**config.mk**
```make
export PLATFORM = sky130hd
export DESIGN_NAME = round_key_scheduler
export DESIGN_NICKNAME = d
export VERILOG_FILES = /design/src/rtl/round_key_scheduler_pkg.sv /design/src/rtl/round_key_scheduler_transform.sv /design/src/rtl/round_key_scheduler.sv
export SDC_FILE = /design/constraint.sdc
export NUM_CORES = 2
export LEC_CHECK = 0
export CAP_MARGIN = 20
export CORE_MARGIN = 2
export CORE_UTILIZATION = 45
export CTS_CLUSTER_SIZE = 8
export DETAILED_ROUTE_END_ITERATION = 16
export GPL_ROUTABILITY_DRIVEN = 0
export SLEW_MARGIN = 20
export SYNTH_ARGS = -nofsm -noshare
export SYNTH_HDL_FRONTEND = slang
export SYNTH_SLANG_ARGS = --single-unit
export TNS_END_PERCENT = 10
```
**constraint.sdc**
```tcl
create_clock -name clock -period 5.62 [get_ports clock]
set_clock_uncertainty 0.2 [all_clocks]
set_input_delay 1.405 -clock clock [delete_from_list [all_inputs] [get_ports clock]]
set_output_delay 1.405 -clock clock [all_outputs]
set_load 0.05 [all_outputs]
```
**src/rtl/round_key_scheduler_pkg.sv**
```systemverilog
// Shared AES definitions for the sequential key scheduler: byte/word/round-key
// types, the forward S-box, round constants and the scheduler state encoding.
package round_key_scheduler_pkg;

    localparam int unsigned AES_STATE_SIZE = 16;

    typedef logic [7:0] byte_t;
    typedef byte_t [0:3] word_t;
    typedef byte_t [0:AES_STATE_SIZE-1] roundKey_t;

    // Forward S-box, entry 0 in the most significant byte.
    localparam logic [0:255][7:0] SBOX_TABLE = {
        128'h637c777bf26b6fc53001672bfed7ab76,
        128'hca82c97dfa5947f0add4a2af9ca472c0,
        128'hb7fd9326363ff7cc34a5e5f171d83115,
        128'h04c723c31896059a071280e2eb27b275,
        128'h09832c1a1b6e5aa0523bd6b329e32f84,
        128'h53d100ed20fcb15b6acbbe394a4c58cf,
        128'hd0efaafb434d338545f9027f503c9fa8,
        128'h51a3408f929d38f5bcb6da2110fff3d2,
        128'hcd0c13ec5f974417c4a77e3d645d1973,
        128'h60814fdc222a908846eeb814de5e0bdb,
        128'he0323a0a4906245cc2d3ac629195e479,
        128'he7c8376d8dd54ea96c56f4ea657aae08,
        128'hba78252e1ca6b4c6e8dd741f4bbd8b8a,
        128'h703eb5664803f60e613557b986c11d9e,
        128'he1f8981169d98e949b1e87e9ce5528df,
        128'h8ca1890dbfe6426841992d0fb054bb16
    };

    // Round constants; index 0 is unused by the schedule.
    localparam logic [0:10][7:0] RCON = {
        8'h00, 8'h01, 8'h02, 8'h04, 8'h08, 8'h10,
        8'h20, 8'h40, 8'h80, 8'h1b, 8'h36
    };

    typedef enum logic [1:0] {
        ST_IDLE   = 2'd0,
        ST_EXPAND = 2'd1,
        ST_READY  = 2'd2
    } sched_state_e;

    function automatic byte_t sbox(input byte_t b);
        return SBOX_TABLE[b];
    endfunction

endpackage

```
**src/rtl/round_key_scheduler_transform.sv**
```systemverilog
// key_word_transform: combinational term generator for one schedule word.
//   prev_word : w[i-1]
//   word_mod  : i mod NK
//   rcon_idx  : i / NK (values above 10 yield a zero round constant)
//   nk_is_8   : AES-256 schedule, enables the mid-block SubWord
//   term_c    : t, to be XORed with w[i-NK]
module key_word_transform
    import round_key_scheduler_pkg::*;
(
    input  word_t       prev_word,
    input  logic [2:0]  word_mod,
    input  logic [3:0]  rcon_idx,
    input  logic        nk_is_8,
    output word_t       term_c
);

    word_t sub_word;
    word_t rot_sub_word;
    byte_t rcon_byte;

    always_comb begin
        for (int k = 0; k < 4; k++) begin
            sub_word[k] = sbox(prev_word[k]);
        end
        // SubWord is byte-wise, so rotating after substitution is equivalent.
        rot_sub_word = {sub_word[1], sub_word[2], sub_word[3], sub_word[0]};
        rcon_byte    = (rcon_idx <= 4'd10) ? RCON[rcon_idx] : 8'h00;

        term_c = prev_word;
        if (word_mod == 3'd0) begin
            term_c = rot_sub_word ^ {rcon_byte, 24'h000000};
        end else if (nk_is_8 && (word_mod == 3'd4)) begin
            term_c = sub_word;
        end
    end

endmodule

```
**src/rtl/round_key_scheduler.sv**
```systemverilog
// round_key_scheduler: iterative AES key expansion, one word per clock, with a
// registered indexed round-key read port.
//   clock, reset           : rising-edge clock, async active-high reset
//   key, key_valid/ready   : cipher key handshake (accepted in IDLE or READY)
//   keys_valid             : full schedule stored and readable
//   rk_req, rk_index       : round-key read request (ignored until keys_valid)
//   rk_valid, round_key    : one-cycle response pulse with w[4r..4r+3]
module round_key_scheduler
    import round_key_scheduler_pkg::*;
#(
    parameter int unsigned KEY_SIZE   = 128,
    parameter int unsigned NUM_ROUNDS = 10,
    parameter int unsigned KEY_BYTES  = KEY_SIZE / 8
) (
    input  logic                       clock,
    input  logic                       reset,
    input  byte_t [0:KEY_BYTES-1]      key,
    input  logic                       key_valid,
    output logic                       key_ready,
    output logic                       keys_valid,
    input  logic                       rk_req,
    input  logic [3:0]                 rk_index,
    output logic                       rk_valid,
    output roundKey_t                  round_key
);

    localparam int unsigned NK          = KEY_SIZE / 32;
    localparam int unsigned TOTAL_WORDS = 4 * (NUM_ROUNDS + 1);
    localparam int unsigned IDX_W       = 6;

    sched_state_e     state_q, state_d;
    logic [IDX_W-1:0] i_q, i_d;
    word_t            w_q      [TOTAL_WORDS];
    word_t            w_d      [TOTAL_WORDS];
    word_t            window_q [NK];
    word_t            window_d [NK];
    logic             key_ready_q, key_ready_d;
    logic             keys_valid_q, keys_valid_d;
    logic             rk_valid_q, rk_valid_d;
    roundKey_t        round_key_q, round_key_d;

    logic [KEY_SIZE-1:0] key_flat;
    logic                key_accept;
    logic                rk_accept;
    logic [2:0]          word_mod;
    logic [3:0]          rcon_idx;
    word_t               term;
    word_t               new_word;
    logic [3:0]          rd_round;
    logic [IDX_W-1:0]    rd_base;

    assign key_flat = key;
    assign word_mod = 3'(i_q % IDX_W'(NK));
    assign rcon_idx = 4'(i_q / IDX_W'(NK));

    // window_q[NK-1] is w[i-1], window_q[0] is w[i-NK].
    key_word_transform u_transform (
        .prev_word (window_q[NK-1]),
        .word_mod  (word_mod),
        .rcon_idx  (rcon_idx),
        .nk_is_8   (NK == 8),
        .term_c    (term)
    );

    assign new_word   = window_q[0] ^ term;
    assign key_accept = key_valid && key_ready_q;
    // A key load in the same cycle takes priority over a read.
    assign rk_accept  = rk_req && keys_valid_q && !key_accept;
    assign rd_round   = (rk_index > 4'(NUM_ROUNDS)) ? 4'd0 : rk_index;
    assign rd_base    = {rd_round, 2'b00};

    // Next-state, schedule storage and read-port logic.
    always_comb begin
        state_d     = state_q;
        i_d         = i_q;
        w_d         = w_q;
        window_d    = window_q;
        rk_valid_d  = 1'b0;
        round_key_d = round_key_q;

        case (state_q)
            ST_IDLE, ST_READY: begin
                if (key_accept) begin
                    for (int unsigned k = 0; k < NK; k++) begin
                        w_d[k]      = key_flat[KEY_SIZE-1-32*k -: 32];
                        window_d[k] = key_flat[KEY_SIZE-1-32*k -: 32];
                    end
                    i_d     = IDX_W'(NK);
                    state_d = ST_EXPAND;
                end
            end
            ST_EXPAND: begin
                w_d[i_q] = new_word;
                for (int unsigned k = 0; k + 1 < NK; k++) begin
                    window_d[k] = window_q[k+1];
                end
                window_d[NK-1] = new_word;
                i_d            = i_q + IDX_W'(1);
                if (i_q == IDX_W'(TOTAL_WORDS - 1)) begin
                    state_d = ST_READY;
                end
            end
            default: state_d = ST_IDLE;
        endcase

        if (rk_accept) begin
            rk_valid_d = 1'b1;
            if (rk_index > 4'(NUM_ROUNDS)) begin
                round_key_d = '0;
            end else begin
                round_key_d = {w_q[rd_base], w_q[rd_base + IDX_W'(1)],
                               w_q[rd_base + IDX_W'(2)], w_q[rd_base + IDX_W'(3)]};
            end
        end

        key_ready_d  = (state_d != ST_EXPAND);
        keys_valid_d = (state_d == ST_READY);
    end

    // Control and output registers.
    always_ff @(posedge clock or posedge reset) begin
        if (reset) begin
            state_q      <= ST_IDLE;
            i_q          <= '0;
            key_ready_q  <= 1'b1;
            keys_valid_q <= 1'b0;
            rk_valid_q   <= 1'b0;
            round_key_q  <= '0;
        end else begin
            state_q      <= state_d;
            i_q          <= i_d;
            key_ready_q  <= key_ready_d;
            keys_valid_q <= keys_valid_d;
            rk_valid_q   <= rk_valid_d;
            round_key_q  <= round_key_d;
        end
    end

    // Schedule storage is never cleared; keys_valid gates its visibility.
    always_ff @(posedge clock) begin
        w_q      <= w_d;
        window_q <= window_d;
    end

    assign key_ready  = key_ready_q;
    assign keys_valid = keys_valid_q;
    assign rk_valid   = rk_valid_q;
    assign round_key  = round_key_q;

endmodule

```
## Word-level counts from Yosys, hierarchy flattened

Memory sizes are Yosys's and may differ from the RTL's.
Index checks and enable logic that the tools add are counted.

| storage, ports and cells | value |
|---|---|
| memories | 5 |
| logic and storage cells | 301 |
| input port bits | 136 |
| bits in registers | 1675 |
| output and inout bits | 131 |
| bits in read-only memories | 8320 |

Memory list:

| memory | depth | bits a word | read ports | clocked after Yosys merged registers in | write ports | line | text |
|---|---|---|---|---|---|---|---|
| (name not given) | 256 | 8 | 1 | 0 | 0 | round_key_scheduler_pkg.sv:44 | `return SBOX_TABLE[b];` |
| (name not given) | 256 | 8 | 1 | 0 | 0 | round_key_scheduler_pkg.sv:44 |  |
| (name not given) | 256 | 8 | 1 | 0 | 0 | round_key_scheduler_pkg.sv:44 |  |
| (name not given) | 256 | 8 | 1 | 0 | 0 | round_key_scheduler_pkg.sv:44 |  |
| (name not given) | 16 | 8 | 1 | 0 | 0 | round_key_scheduler_transform.sv:27 | `rcon_byte = (rcon_idx <= 4'd10) ? RCON[rcon_idx] : 8'h00;` |

| cells by class | value |
|---|---|
| equality and inequality tests | 6 |
| bitwise operators | 12 |
| muxes and demuxes | 38 |
| reductions and logical operators | 10 |
| $add $sub $neg | 4 |
| order comparisons | 13 |

Operators with widths:

| operator | number |
|---|---|
| bitwise mux 1408 bit | 1 |
| binary-select mux 32 bit (select 6 bit) | 4 |
| case mux 128 bit (2 select lines) | 2 |
| 2-to-1 mux 32 bit | 10 |
| 2-to-1 mux 128 bit | 2 |
| demux 32 bit (select 6 bit) | 1 |
| 2-to-1 mux 8 bit | 11 |
| XOR 32 bit | 2 |
| >= comparator 9 bit (second input constant) | 4 |
| inverter 8 -> 9 bit | 4 |
| >= comparator 7 bit (second input constant) | 5 |
| inverter 6 -> 7 bit | 5 |
| adder 6 x 1 -> 6 bit (second input constant) | 2 |
| adder 6 x 2 -> 6 bit (second input constant) | 2 |
| case mux 6 bit (2 select lines) | 1 |
| < comparator 7 x 1 -> 1 bit (second input constant) | 1 |
| equality test 6 bit (second input constant) | 1 |
| 2-to-1 mux 6 bit | 1 |
| >= comparator 5 bit (second input constant) | 1 |
| inverter 4 -> 5 bit | 1 |
| equality test 2 bit (second input constant) | 2 |
| greater-than comparator 4 bit (second input constant) | 1 |
| less-or-equal comparator 4 bit (second input constant) | 1 |
| logical AND 1 bit | 4 |
| other kinds (13) | 14 |

## Depth between registers and ports, before layout

| depth | value |
|---|---|
| word-level depth | 10 |
| mapped depth | 15 |

## By module

Synthesis repeated with hierarchy kept, for this count alone.

| second synthesis, totals | value |
|---|---|
| cells, all modules | 7355 |
| area total of the unflattened synthesis | 84259.6 µm² |

Modules (own cells, without submodules):

| module | cells each | instances | area each (µm²) |
|---|---|---|---|
| round_key_scheduler | 5082 | 1 | 70108.5 |
| key_word_transform | 2273 | 1 | 14151.1 |

## Least setup slack after synthesis

Ideal clock, no wire load.

| timing path | value |
|---|---|
| kind | input to register |
| start point | input key_valid |
| end point | register window_q[0] (netlist bit) (enable) |
| path slack | 0.256 ns |
| stages | 4 |
| arrival | 4.671 ns |
| setup time | 0.493 ns |
| cell sequence | nand2_1 > or2_2 > clkbuf_1 > nand2_1 |

| between the ends | value |
|---|---|
| cells in the longest elaborated chain, start to end | 3 |

Ends and longest elaborated chain:

| what | line | text |
|---|---|---|
| start: declaration | round_key_scheduler.sv:18 | `input logic key_valid,` |
| logical AND 1 bit | round_key_scheduler.sv:66 | `assign key_accept = key_valid && key_ready_q;` |
| inequality test 2 bit (no source line) | - |  |
| AND reduction 2 bit (no source line) | - |  |
| end signal: assignment | round_key_scheduler.sv:142 | `window_q <= window_d;` |
| end: declaration | round_key_scheduler.sv:35 | `word_t window_q [NK];` |

No other way between the ends.
A chain may end at the register's enable or synchronous reset.

==> results.yml <==
critical_path:
  path_cells: "inv_1, ha_1, nor2b_1, nand2_1, o21ai_0, o211ai_1, a311o_1, a31oi_1, xor2_1, inv_1, buf_4"
  r2r_end: "w_q[785]$_DFFE_PP_"
  crit_path_top_delay_cell: "xor2_1"
  worstPathArrival_ps: 5200
  end_kind: "flop"
  crit_path_frequent_cell: "inv_1"
  r2r_setup_slack_ps: 710
  cp.required_ps: 5910
  path_class: "reg -> reg"
  slowest_delay_ps: 810
  crit_path_start_kind: "flop"
  path_max_fanout: 40
  worst-r2r-cell-count: 11
  reg2reg_from: "window_q[9]$_DFFE_PP_"
cts:
  cts-root-buf: "clkbuf_16"
  cts_tree: "done"
  insertion_delay_ps: 870
  cts_num_sinks: 1675
  cts_buffers: 228
  hold_buffers: 0
  cts_setup_buffers: 0
  ctsResizeCount: 0
  clock_path_buffers: 3
  htreeDepth: 4
  clkSlewWorstSetupHoldPaths_ps: 50
route:
  routed_via_density: 6.77
  dr.pass1.iters: 8
  drtAntennaViolNets: 0
  wl_mm: 288
  drcViolationCount: 0
  vias: 58755
  routedWlPerCell_um: 33.3
  drt_iter0_markers: 9758
synthesis:
  postSynth.asyncResetShare: 0.0830
  syn_nets: 6170
  netlist_top_cells_area: "edfxtp_1, mux4_2, dfrtp_1"
  syn_inst: 5976
  ys_types: 94
  synth-seq-area-share: 0.627
  syn_avg_cell_area_um2: 13.2
  synth_warnings: 0
  syn_area_um2: 79100
  yosys-top-cells-count: "edfxtp_1, o21ai_0, nand2_1"
  synth.top_cell.area_share: 0.583
  synth_seq_cells: 1675
  synth_flop_cell: "edfxtp_1"
  synth.most_common_cell: "edfxtp_1"
  yosysTopAreaCell: "edfxtp_1"
  synth_edf_count: 1536
placed_design:
  dp_slack_ps: 901
  dpl.hpwl_mm: 181
  portBuffers: 266
  dp_cells: 8258
sta:
  rsz0062_at_grt: "no"
  worst_pin_slew_ps: 1200
  fmax_mhz: 204
  fin_ws_ps: 713
  relSlewSlack: 0.195
  final-setup-viol-count: 0
  tns_ps: 0
  hold_viol_final: 0
  finalCriticalPeriod_ps: 4910
  fin_crit_sh: 0.873
  drv_slew: 0
power_and_ir_drop:
  power_mw: 63.7
  power_density_nw_per_um2: 691
  ir_drop_mv: 0.675
  leakage_nw: 31.1
finish:
  multi_input_area_um2: 27200
  layout-drive-gt1-share: 0.147
  fin_nets: 6358
  finalNonFillerCells: 8675
  syn_to_final_growth_pct: 16.6
  n_fill_cell: 14492
  final-seq-area_um2: 49600
floorplan:
  core_um2: 174000
  die_h_um: 423
  std_cell_rows: 153
  die_w_um: 423
  dieArea_um2: 179000
  initial_core_util: 0.454
  io_pins: 267
grt:
  grt_pass1_wl_mm: 410
  grt_max_degree: 150
  grt.total_usage: 0.315
  grt_pass1_vias: 55237
  antenna_found_initial: 25
  grt_overflow_total: 0
hold_path:
  hp-class: "reg -> reg"
  hold_path_end: "round_key[10]$_DFFE_PP0P_"
  min_from: "round_key[10]$_DFFE_PP0P_"
  worstHoldPathCells: 1
outcome:
  status: "completed"
run:
  drv_cap: 0
## flip-flops by register name, indices dropped and copies added (netlist names)
signal and cells:
w_q 1408, window_q 128, key_ready 1, rk_valid 1, state_q 2, keys_valid 1, round_key 128, i_q 6
## logic make-up (layout without fill, tap and decap cells)
| family | count (synthesis) | in the layout | synth area share |
|---|---|---|---|
| fa+ha+maj | 58 | 58 | 0.00918 |
| flops | 1675 | 1675 | 0.627 |
| xor+xnor | 59 | 59 | 0.00682 |
| mux | 447 | 447 | 0.0844 |
| buf+inv | 655 | 1027 | 0.0342 |
| compound gates | 1893 | 1893 | 0.168 |
| other cells | 0 | 2 | 0 |
| simple gates | 1189 | 1189 | 0.0700 |
## worst max-delay path: cells and delay by family, from the launching register on
kind                       cells  cell delay, ps
AOI/OAI and AO/OA              4             990
and+or+nand+nor                2             820
xor gates and xnor gates       1             810
DFF                            1             630
buffers and inverters          3             550
adders and majority gates      1             470
## worst max path at each step
stage | from | endpoint | slack, ps | depth (start not counted)
CTS | window_q[9]$_DFFE_PP_ | w_q[785]$_DFFE_PP_ | 870 | 11
detailed placement | window_q[9]$_DFFE_PP_ | w_q[273]$_DFFE_PP_ | 900 | 11
global placement | window_q[9]$_DFFE_PP_ | w_q[913]$_DFFE_PP_ | 1000 | 11
floorplan | key_valid | window_q[0]$_DFFE_PP_ | 260 | 4
finish | window_q[9]$_DFFE_PP_ | w_q[785]$_DFFE_PP_ | 710 | 11
global route | window_q[17]$_DFFE_PP_ | w_q[794]$_DFFE_PP_ | 580 | 12
## metrics by stage
| stage | instance area [um^2] | util | hold slack (ps) |
|---|---|---|---|
| floorplan | 79100 | - | 291 |
| global placement | 85400 | 0.490 | 287 |
| detailed placement | 85500 | 0.491 | 291 |
| CTS | 92200 | 0.529 | 304 |
| global route | 92200 | 0.529 | 307 |
| finish | 92200 | 0.529 | 297 |
## cell usage in the layout (no fill, tap or decap), drive strengths merged, types with 20 or more instances in the layout
master | synthesis | layout
and2 | 25 | 25
a221oi | 152 | 152
edfxtp | 1536 | 1536
mux2i | 148 | 148
o311ai | 48 | 48
o211ai | 63 | 63
nor3 | 88 | 88
clkdlybuf4s50 | 0 | 263
a22o | 133 | 133
mux2 | 137 | 137
a211oi | 63 | 63
buf | 181 | 276
and3 | 20 | 20
a311oi | 35 | 35
a221o | 133 | 133
mux4 | 162 | 162
xor2 | 26 | 26
ha | 58 | 58
nor2b | 75 | 75
nor2 | 245 | 245
a32oi | 137 | 137
o21ai | 491 | 491
or2 | 24 | 24
a21oi | 339 | 339
nand3 | 82 | 82
xnor2 | 33 | 33
nand2b | 91 | 91
o31ai | 24 | 24
a31oi | 63 | 63
a211o | 22 | 22
nand2 | 463 | 463
o22ai | 20 | 20
inv | 67 | 75
clkbuf | 400 | 396
dfrtp | 138 | 138
## final cells by class
type	instances	area share
antenna	2	0.0000543
clock buffer	396	0.0687
clock inverter	18	0.00391
inverter	74	0.00307
multi-input combinational	3646	0.295
sequential	1675	0.538
tap	2325	0.0316
timing repair buffer	539	0.0592
## power breakdown
group,switching [mW],internal (mW)
combinational,20.7,7.91
sequential,1.53,20.7
clock,5.29,7.63
total,27.5,36.2
## routing by layer
layer  track usage  vias up  share of wire
met5             0        -        0.00059
met4         0.168       22          0.062
met3        0.0775      861           0.12
met2         0.470     4214           0.44
met1         0.427    29449           0.38
li1              -    24209              -
No activity file was read; power rests on OpenSTA's default activity.
